--- src/rtl/asin_sar_if.sv ---
// Streaming bundle for asin_sar: input sample channel and output angle channel.
// Ports: din/din_valid/bypass -> din_ready; dout/dout_valid -> dout_ready.
interface asin_sar_if #(
    parameter int G_DWIDTH = 16
);
    logic [G_DWIDTH-1:0] din;
    logic                din_valid;
    logic                din_ready;
    logic                bypass;
    logic [G_DWIDTH-1:0] dout;
    logic                dout_valid;
    logic                dout_ready;

    modport master (
        output din, din_valid, bypass, dout_ready,
        input  din_ready, dout, dout_valid
    );

    modport slave (
        input  din, din_valid, bypass, dout_ready,
        output din_ready, dout, dout_valid
    );
endinterface

--- src/rtl/asin_sar.sv ---
// Normalized arcsine a = (2/pi)*asin(s) by successive approximation, one bit per 7 cycles.
// Ports: clk, reset (sync, active-high), enable (0 = held in reset), bus (slave stream).
module asin_sar #(
    parameter int G_DWIDTH   = 16,
    parameter int G_TAPWIDTH = 18
) (
    input  logic       clk,
    input  logic       reset,
    input  logic       enable,
    asin_sar_if.slave  bus
);
    localparam int MW = G_DWIDTH - 1;
    localparam int PW = G_TAPWIDTH + 4;
    localparam int KW = $clog2(MW + 1);
    // trial^2 has 2*MW fraction bits; assumes G_TAPWIDTH <= 2*MW
    localparam int SQ_SH = 2 * MW - G_TAPWIDTH;

    localparam real SCALE = 2.0 ** G_TAPWIDTH;
    localparam int C1I = $rtoi(1.5707963 * SCALE + 0.5);
    localparam int C3I = -$rtoi(0.6459641 * SCALE + 0.5);
    localparam int C5I = $rtoi(0.0796926 * SCALE + 0.5);
    localparam int C7I = -$rtoi(0.0046818 * SCALE + 0.5);
    localparam int C9I = $rtoi(0.0001604 * SCALE + 0.5);
    localparam logic signed [PW-1:0] C1 = PW'(C1I);
    localparam logic signed [PW-1:0] C3 = PW'(C3I);
    localparam logic signed [PW-1:0] C5 = PW'(C5I);
    localparam logic signed [PW-1:0] C7 = PW'(C7I);
    localparam logic signed [PW-1:0] C9 = PW'(C9I);

    typedef enum logic [3:0] {
        SM_INIT, SM_GET_INPUT, SM_SETUP, SM_SQUARE, SM_HORNER,
        SM_FINAL, SM_COMPARE, SM_DONE, SM_SEND_OUTPUT
    } state_t;

    state_t                state_q, state_d;
    logic                  din_ready_q, din_ready_d;
    logic                  dout_valid_q, dout_valid_d;
    logic [G_DWIDTH-1:0]   dout_q, dout_d;
    logic                  sign_q, sign_d;
    logic [MW-1:0]         mag_q, mag_d;
    logic [MW-1:0]         acc_q, acc_d;
    logic [KW-1:0]         k_q, k_d;
    logic [1:0]            h_q, h_d;
    logic signed [PW-1:0]  x2_q, x2_d;
    logic signed [PW-1:0]  p_q, p_d;
    logic signed [PW-1:0]  y_q, y_d;

    logic [MW-1:0]         trial;
    logic signed [PW-1:0]  trial_s, t_s, coef, mul_a, mul_b, mul_r;
    logic signed [2*PW-1:0] mul_p;
    logic [G_DWIDTH-1:0]   abs_w, acc_ext;
    logic [MW-1:0]         mag_w;

    assign trial   = acc_q | (MW'(1) << k_q);
    assign trial_s = {{(PW-MW){1'b0}}, trial};
    // |s| aligned to the datapath fraction width
    assign t_s = {{(PW-G_TAPWIDTH){1'b0}}, mag_q, {(G_TAPWIDTH-MW){1'b0}}};
    assign acc_ext = {1'b0, acc_q};

    // -2^(N-1) has no positive twin, so it clips to full scale
    assign abs_w = bus.din[G_DWIDTH-1] ? -bus.din : bus.din;
    assign mag_w = (bus.din == {1'b1, {MW{1'b0}}}) ? {MW{1'b1}}
                                                  : abs_w[MW-1:0];

    always_comb begin
        coef = C1;
        unique case (h_q)
            2'd0: coef = C7;
            2'd1: coef = C5;
            2'd2: coef = C3;
            2'd3: coef = C1;
        endcase
    end

    // Single multiplier shared by square, Horner and final product
    always_comb begin
        mul_a = p_q;
        mul_b = x2_q;
        unique case (state_q)
            SM_SQUARE: begin
                mul_a = trial_s;
                mul_b = trial_s;
            end
            SM_FINAL: mul_b = trial_s;
            default: ;
        endcase
    end

    assign mul_p = mul_a * mul_b;

    always_comb begin
        mul_r = PW'(mul_p >>> G_TAPWIDTH);
        unique case (state_q)
            SM_SQUARE: mul_r = PW'(mul_p >>> SQ_SH);
            SM_FINAL:  mul_r = PW'(mul_p >>> MW);
            default: ;
        endcase
    end

    always_comb begin
        state_d      = state_q;
        din_ready_d  = din_ready_q;
        dout_valid_d = dout_valid_q;
        dout_d       = dout_q;
        sign_d       = sign_q;
        mag_d        = mag_q;
        acc_d        = acc_q;
        k_d          = k_q;
        h_d          = h_q;
        x2_d         = x2_q;
        p_d          = p_q;
        y_d          = y_q;
        unique case (state_q)
            SM_INIT: begin
                din_ready_d = 1'b1;
                state_d     = SM_GET_INPUT;
            end
            SM_GET_INPUT: begin
                if (bus.din_valid && din_ready_q) begin
                    din_ready_d = 1'b0;
                    sign_d      = bus.din[G_DWIDTH-1];
                    mag_d       = mag_w;
                    if (bus.bypass) begin
                        dout_d       = bus.din;
                        dout_valid_d = 1'b1;
                        state_d      = SM_SEND_OUTPUT;
                    end else begin
                        state_d = SM_SETUP;
                    end
                end
            end
            SM_SETUP: begin
                acc_d   = '0;
                k_d     = KW'(MW - 1);
                state_d = SM_SQUARE;
            end
            SM_SQUARE: begin
                x2_d    = mul_r;
                p_d     = C9;
                h_d     = 2'd0;
                state_d = SM_HORNER;
            end
            SM_HORNER: begin
                p_d = mul_r + coef;
                h_d = h_q + 2'd1;
                if (h_q == 2'd3) state_d = SM_FINAL;
            end
            SM_FINAL: begin
                y_d     = mul_r;
                state_d = SM_COMPARE;
            end
            SM_COMPARE: begin
                if (y_q <= t_s) acc_d = trial;
                if (k_q == '0) begin
                    state_d = SM_DONE;
                end else begin
                    k_d     = k_q - KW'(1);
                    state_d = SM_SQUARE;
                end
            end
            SM_DONE: begin
                dout_d       = sign_q ? -acc_ext : acc_ext;
                dout_valid_d = 1'b1;
                state_d      = SM_SEND_OUTPUT;
            end
            SM_SEND_OUTPUT: begin
                if (dout_valid_q && bus.dout_ready) begin
                    dout_valid_d = 1'b0;
                    din_ready_d  = 1'b1;
                    state_d      = SM_GET_INPUT;
                end
            end
            default: state_d = SM_INIT;
        endcase
    end

    always_ff @(posedge clk) begin
        if (reset || !enable) begin
            state_q      <= SM_INIT;
            din_ready_q  <= 1'b0;
            dout_valid_q <= 1'b0;
            dout_q       <= '0;
            sign_q       <= 1'b0;
            mag_q        <= '0;
            acc_q        <= '0;
            k_q          <= '0;
            h_q          <= '0;
            x2_q         <= '0;
            p_q          <= '0;
            y_q          <= '0;
        end else begin
            state_q      <= state_d;
            din_ready_q  <= din_ready_d;
            dout_valid_q <= dout_valid_d;
            dout_q       <= dout_d;
            sign_q       <= sign_d;
            mag_q        <= mag_d;
            acc_q        <= acc_d;
            k_q          <= k_d;
            h_q          <= h_d;
            x2_q         <= x2_d;
            p_q          <= p_d;
            y_q          <= y_d;
        end
    end

    assign bus.din_ready  = din_ready_q;
    assign bus.dout_valid = dout_valid_q;
    assign bus.dout       = dout_q;
endmodule
--- src/flat_wrapper.sv ---
// flat-port wrapper written by rule: the top's interface ports become plain ports
module asin_sar_flat 
#(
    parameter int G_DWIDTH   = 16,
    parameter int G_TAPWIDTH = 18
)
  (clk, reset, enable, bus_din, bus_din_valid, bus_bypass, bus_dout_ready, bus_din_ready, bus_dout, bus_dout_valid);
  asin_sar_if #(.G_DWIDTH(G_DWIDTH)) bus_i ();
  input  logic clk;
  input  logic reset;
  input  logic enable;
  input wire logic [$bits(bus_i.din)-1:0] bus_din;
  input wire logic [$bits(bus_i.din_valid)-1:0] bus_din_valid;
  input wire logic [$bits(bus_i.bypass)-1:0] bus_bypass;
  input wire logic [$bits(bus_i.dout_ready)-1:0] bus_dout_ready;
  output wire logic [$bits(bus_i.din_ready)-1:0] bus_din_ready;
  output wire logic [$bits(bus_i.dout)-1:0] bus_dout;
  output wire logic [$bits(bus_i.dout_valid)-1:0] bus_dout_valid;
  assign bus_i.din = bus_din;
  assign bus_i.din_valid = bus_din_valid;
  assign bus_i.bypass = bus_bypass;
  assign bus_i.dout_ready = bus_dout_ready;
  assign bus_din_ready = bus_i.din_ready;
  assign bus_dout = bus_i.dout;
  assign bus_dout_valid = bus_i.dout_valid;
  asin_sar #(.G_DWIDTH(G_DWIDTH), .G_TAPWIDTH(G_TAPWIDTH)) u_core (.clk(clk), .reset(reset), .enable(enable), .bus(bus_i));
endmodule
--- config.mk ---
export PLATFORM = sky130hd
export DESIGN_NAME = asin_sar_flat
export DESIGN_NICKNAME = d
export VERILOG_FILES = /design/src/rtl/asin_sar_if.sv /design/src/rtl/asin_sar.sv /design/src/flat_wrapper.sv
export SDC_FILE = /design/constraint.sdc
export NUM_CORES = 2
export LEC_CHECK = 0
export CORE_MARGIN = 2
export CORE_UTILIZATION = 35
export CTS_BUF_LIST = sky130_fd_sc_hd__clkbuf_8
export DETAILED_ROUTE_END_ITERATION = 8
export SLEW_MARGIN = 40
export SYNTH_ARGS = -nofsm -noshare
export SYNTH_HDL_FRONTEND = slang
export SYNTH_SLANG_ARGS = --single-unit
--- constraint.sdc ---
create_clock -name clk -period 11.5 [get_ports clk]
set_input_delay 2.3 -clock clk [delete_from_list [all_inputs] [get_ports clk]]
set_output_delay 2.3 -clock clk [all_outputs]
set_load 0.03 [all_outputs]
==> out/qor.yml <==
clocking:
  htree_levels: 4
  cts_setup_buffers: 0
  clockBufferDepth: 2
  path_clk_slew_ps: 80
  cts_buffers: 17
  cts_root_buf: "clkbuf_8"
  cts_tree: "done"
  postCtsHoldBufs: 0
  cts_sinks: 125
  cts_resized: 0
  clock_latency_ps: 460
detailed_routing:
  avgViaCountPerCell: 5.13
  drc: 0
  dr_total_vias: 19881
  firstDrtPassIters: 6
  wl_per_cell_um: 19.8
  drt.antenna.violating_nets: 0
  totalWireLength_mm: 76.6
  drt_first_iter_violations: 1725
cells_and_area:
  final_nets: 3583
  fin_util_pct: 38.7
  final_cell_mix: "inv_1, fa_1, nand2_1"
  final_common_cell: "inv_1"
  antenna_cells: 0
  drive_gt1_share_pct: 6.77
  filler_cell_count: 7080
  synthToLayoutAreaGrowth_pct: 9.21
pwr:
  p_sw_w: 0.000222
  combPwrFrac_pct: 6.0
  p_int_w: 0.000714
  irDropWorstVdd_v: 0.0000520
  switching_share_pct: 23.7
  pwr-share-seq_pct: 46.5
  leakage_nw: 12.0
  power_frac_clock_pct: 47.5
  powerDensity_nw_per_um2: 35.1
grt:
  grt_pass1_vias: 20487
  grt_pass1_wl_mm: 120
  antenna_found_initial: 1
  track_usage_pct: 22.0
  overflow: 0
  grt_max_degree: 82
synthesis:
  synth-seq-cells: 125
  ys_seq_area_share_pct: 10.3
  synth_area_per_cell_um2: 8.32
  synth_fp_nets: 3583
  synth_cell_types: 85
  async_flop_share_pct: 0
  syn_area_um2: 24400
  syn_inst: 2929
  synthFlopType: "dfxtp_1"
  ys_warn_count: 0
  synth_edf_count: 0
sta:
  hold_viol: 0
  setup_tns_ps: 0
  whs_ps: 455
  fin_skew_ps: 18.1
  finalSetupViolations: 0
  finalCritPeriodShare_pct: 96.4
  post-route-min-period_ps: 11090
  drv_slew: 0
  rsz0062_at_grt: "no"
  slew_headroom_pct: 39.1
  fmax_ghz: 0.0902
  tightest_slew_ps: 909
worst_setup_path:
  crit_top_cell: "inv_1"
  max_stage_delay_ps: 590
  crit_buf_inv: 8
  path_class: "reg -> reg"
  worstPathRequired_ps: 11830
  r2r_setup_slack_ps: 410
  critPathMaxFanout: 10
  cp_slowest_cell: "o21a_1"
  worst_setup_path_end_kind: "flip-flop"
  rr_startpoint: "u_core.k_q[0]$_SDFFE_PP0P_"
  crit_arrival_ps: 11420
  cpLargestDelayFamily: "adder cells"
  cp-start-kind: "flip-flop"
  cp-startpoint: "u_core.k_q[0]$_SDFFE_PP0P_"
run_status:
  outcome: "finished, final reports clean"
min_path:
  hold_class: "reg -> reg"
  hp-start: "u_core.y_q[19]$_SDFFE_PP0P_"
floorplanning:
  rows: 96
  start_util_pct: 35.4
  die_width_um: 268
  die_y_um: 268
  ios: 40
  core-area_um2: 68800
  die-area_um2: 71800
place:
  portBuffers: 39
  dp_hpwl_mm: 63.3
  place.gp.congestion: 0.950
flow_run:
  cap_violations: 0
==> registers in the layout, indices dropped and copies added (netlist names), 2 cells and up <==
name             cells
u_core.bus.dout     16
u_core.mag_q        15
u_core.state_q       4
u_core.y_q          22
u_core.h_q           2
u_core.p_q          22
u_core.k_q           4
u_core.acc_q        15
u_core.x2_q         22
==> logic make-up after synthesis <==
| group | Yosys count | share of synthesized area, % |
|---|---|---|
| xor gates and xnor gates | 87 | 3.19 |
| adders and majority gates | 632 | 46.7 |
| DFF | 125 | 10.3 |
| buffers and inverters | 670 | 10.5 |
| muxes | 9 | 0.375 |
| and+or+nand+nor | 986 | 17.4 |
| AOI/OAI and AO/OA | 420 | 11.6 |
==> through the flow <==
| stage | setup slack [ps] | power [W] | instances | cell area [um^2] |
|---|---|---|---|---|
| 2_1_floorplan | 1280 | 0.000476 | 2929 | 24400 |
| 3_3_place_gp | 7.02 | 0.000500 | 3840 | 26100 |
| 3_5_place_dp | 96.0 | 0.000500 | 3840 | 26100 |
| 4_1_cts | 18.2 | 0.000940 | 3871 | 26600 |
| 5_1_grt | 23.0 | 0.000963 | 3872 | 26600 |
| 6_report | 413 | 0.000936 | 3872 | 26600 |
==> power groups by stage <==
stage	clock network, W	registers (W)	logic (W)
2_1_floorplan	0	0.000445	0.0000308
6_report	0.000444	0.000436	0.0000557
4_1_cts	0.000450	0.000435	0.0000544
3_3_place_gp	0	0.000446	0.0000543
5_1_grt	0.000468	0.000436	0.0000598
3_5_place_dp	0	0.000446	0.0000541
==> worst min-delay path: cells and delay by family, from the launching register on <==
family           cells  cell delay (ps)
AO/OA/AOI/OAI        1               50
flip-flops           1              310
AND/OR/NAND/NOR      1               50
==> per-layer routing <==
metal,vias to the layer above,routed length [um],GRT usage (%)
met2,758,35100,35.1
li1,9142,-,-
met3,133,5630,3.70
met5,-,10,0
met1,9846,33300,30.4
met4,2,2540,6.75
==> final timing paths <==
kind / endpoint / cells after the start
max: u_core.p_q[20]$_SDFFE_PP0P_ / 40
min: u_core.y_q[19]$_SDFFE_PP0P_ / 2
max reg2reg: u_core.p_q[20]$_SDFFE_PP0P_ / 40
min reg2reg: u_core.y_q[19]$_SDFFE_PP0P_ / 2
==> cell type report <==
cell class / count / area [um^2] / share of cell area [%]
Clock buffer: 18 / 248 / 0.930
Clock inverter: 13 / 198 / 0.743
Inverter: 517 / 1940 / 7.29
Multi-Input combinational cell: 2135 / 19400 / 73.0
Sequential cell: 125 / 2500 / 9.40
Tap cell: 931 / 1160 / 4.38
Timing Repair Buffer: 133 / 1120 / 4.22
==> cell usage after synthesis, types with 19 or more instances <==
library cell	n	area, um^2
xnor2_1	47	412
and3_1	40	250
nand2b_1	19	119
dfxtp_1	125	2500
a211oi_1	19	143
inv_1	516	1940
a21oi_1	141	706
a22oi_1	27	203
a21o_1	19	143
o21a_1	31	233
fa_1	464	9290
xor2_1	38	333
nor3_1	22	110
nand3_1	33	165
nor2_1	315	1180
o21ai_0	68	340
ha_1	168	2100
clkbuf_1	131	492
nand2_1	458	1720
and2_1	25	156
Note: power is estimated with default switching activity, not from simulation.
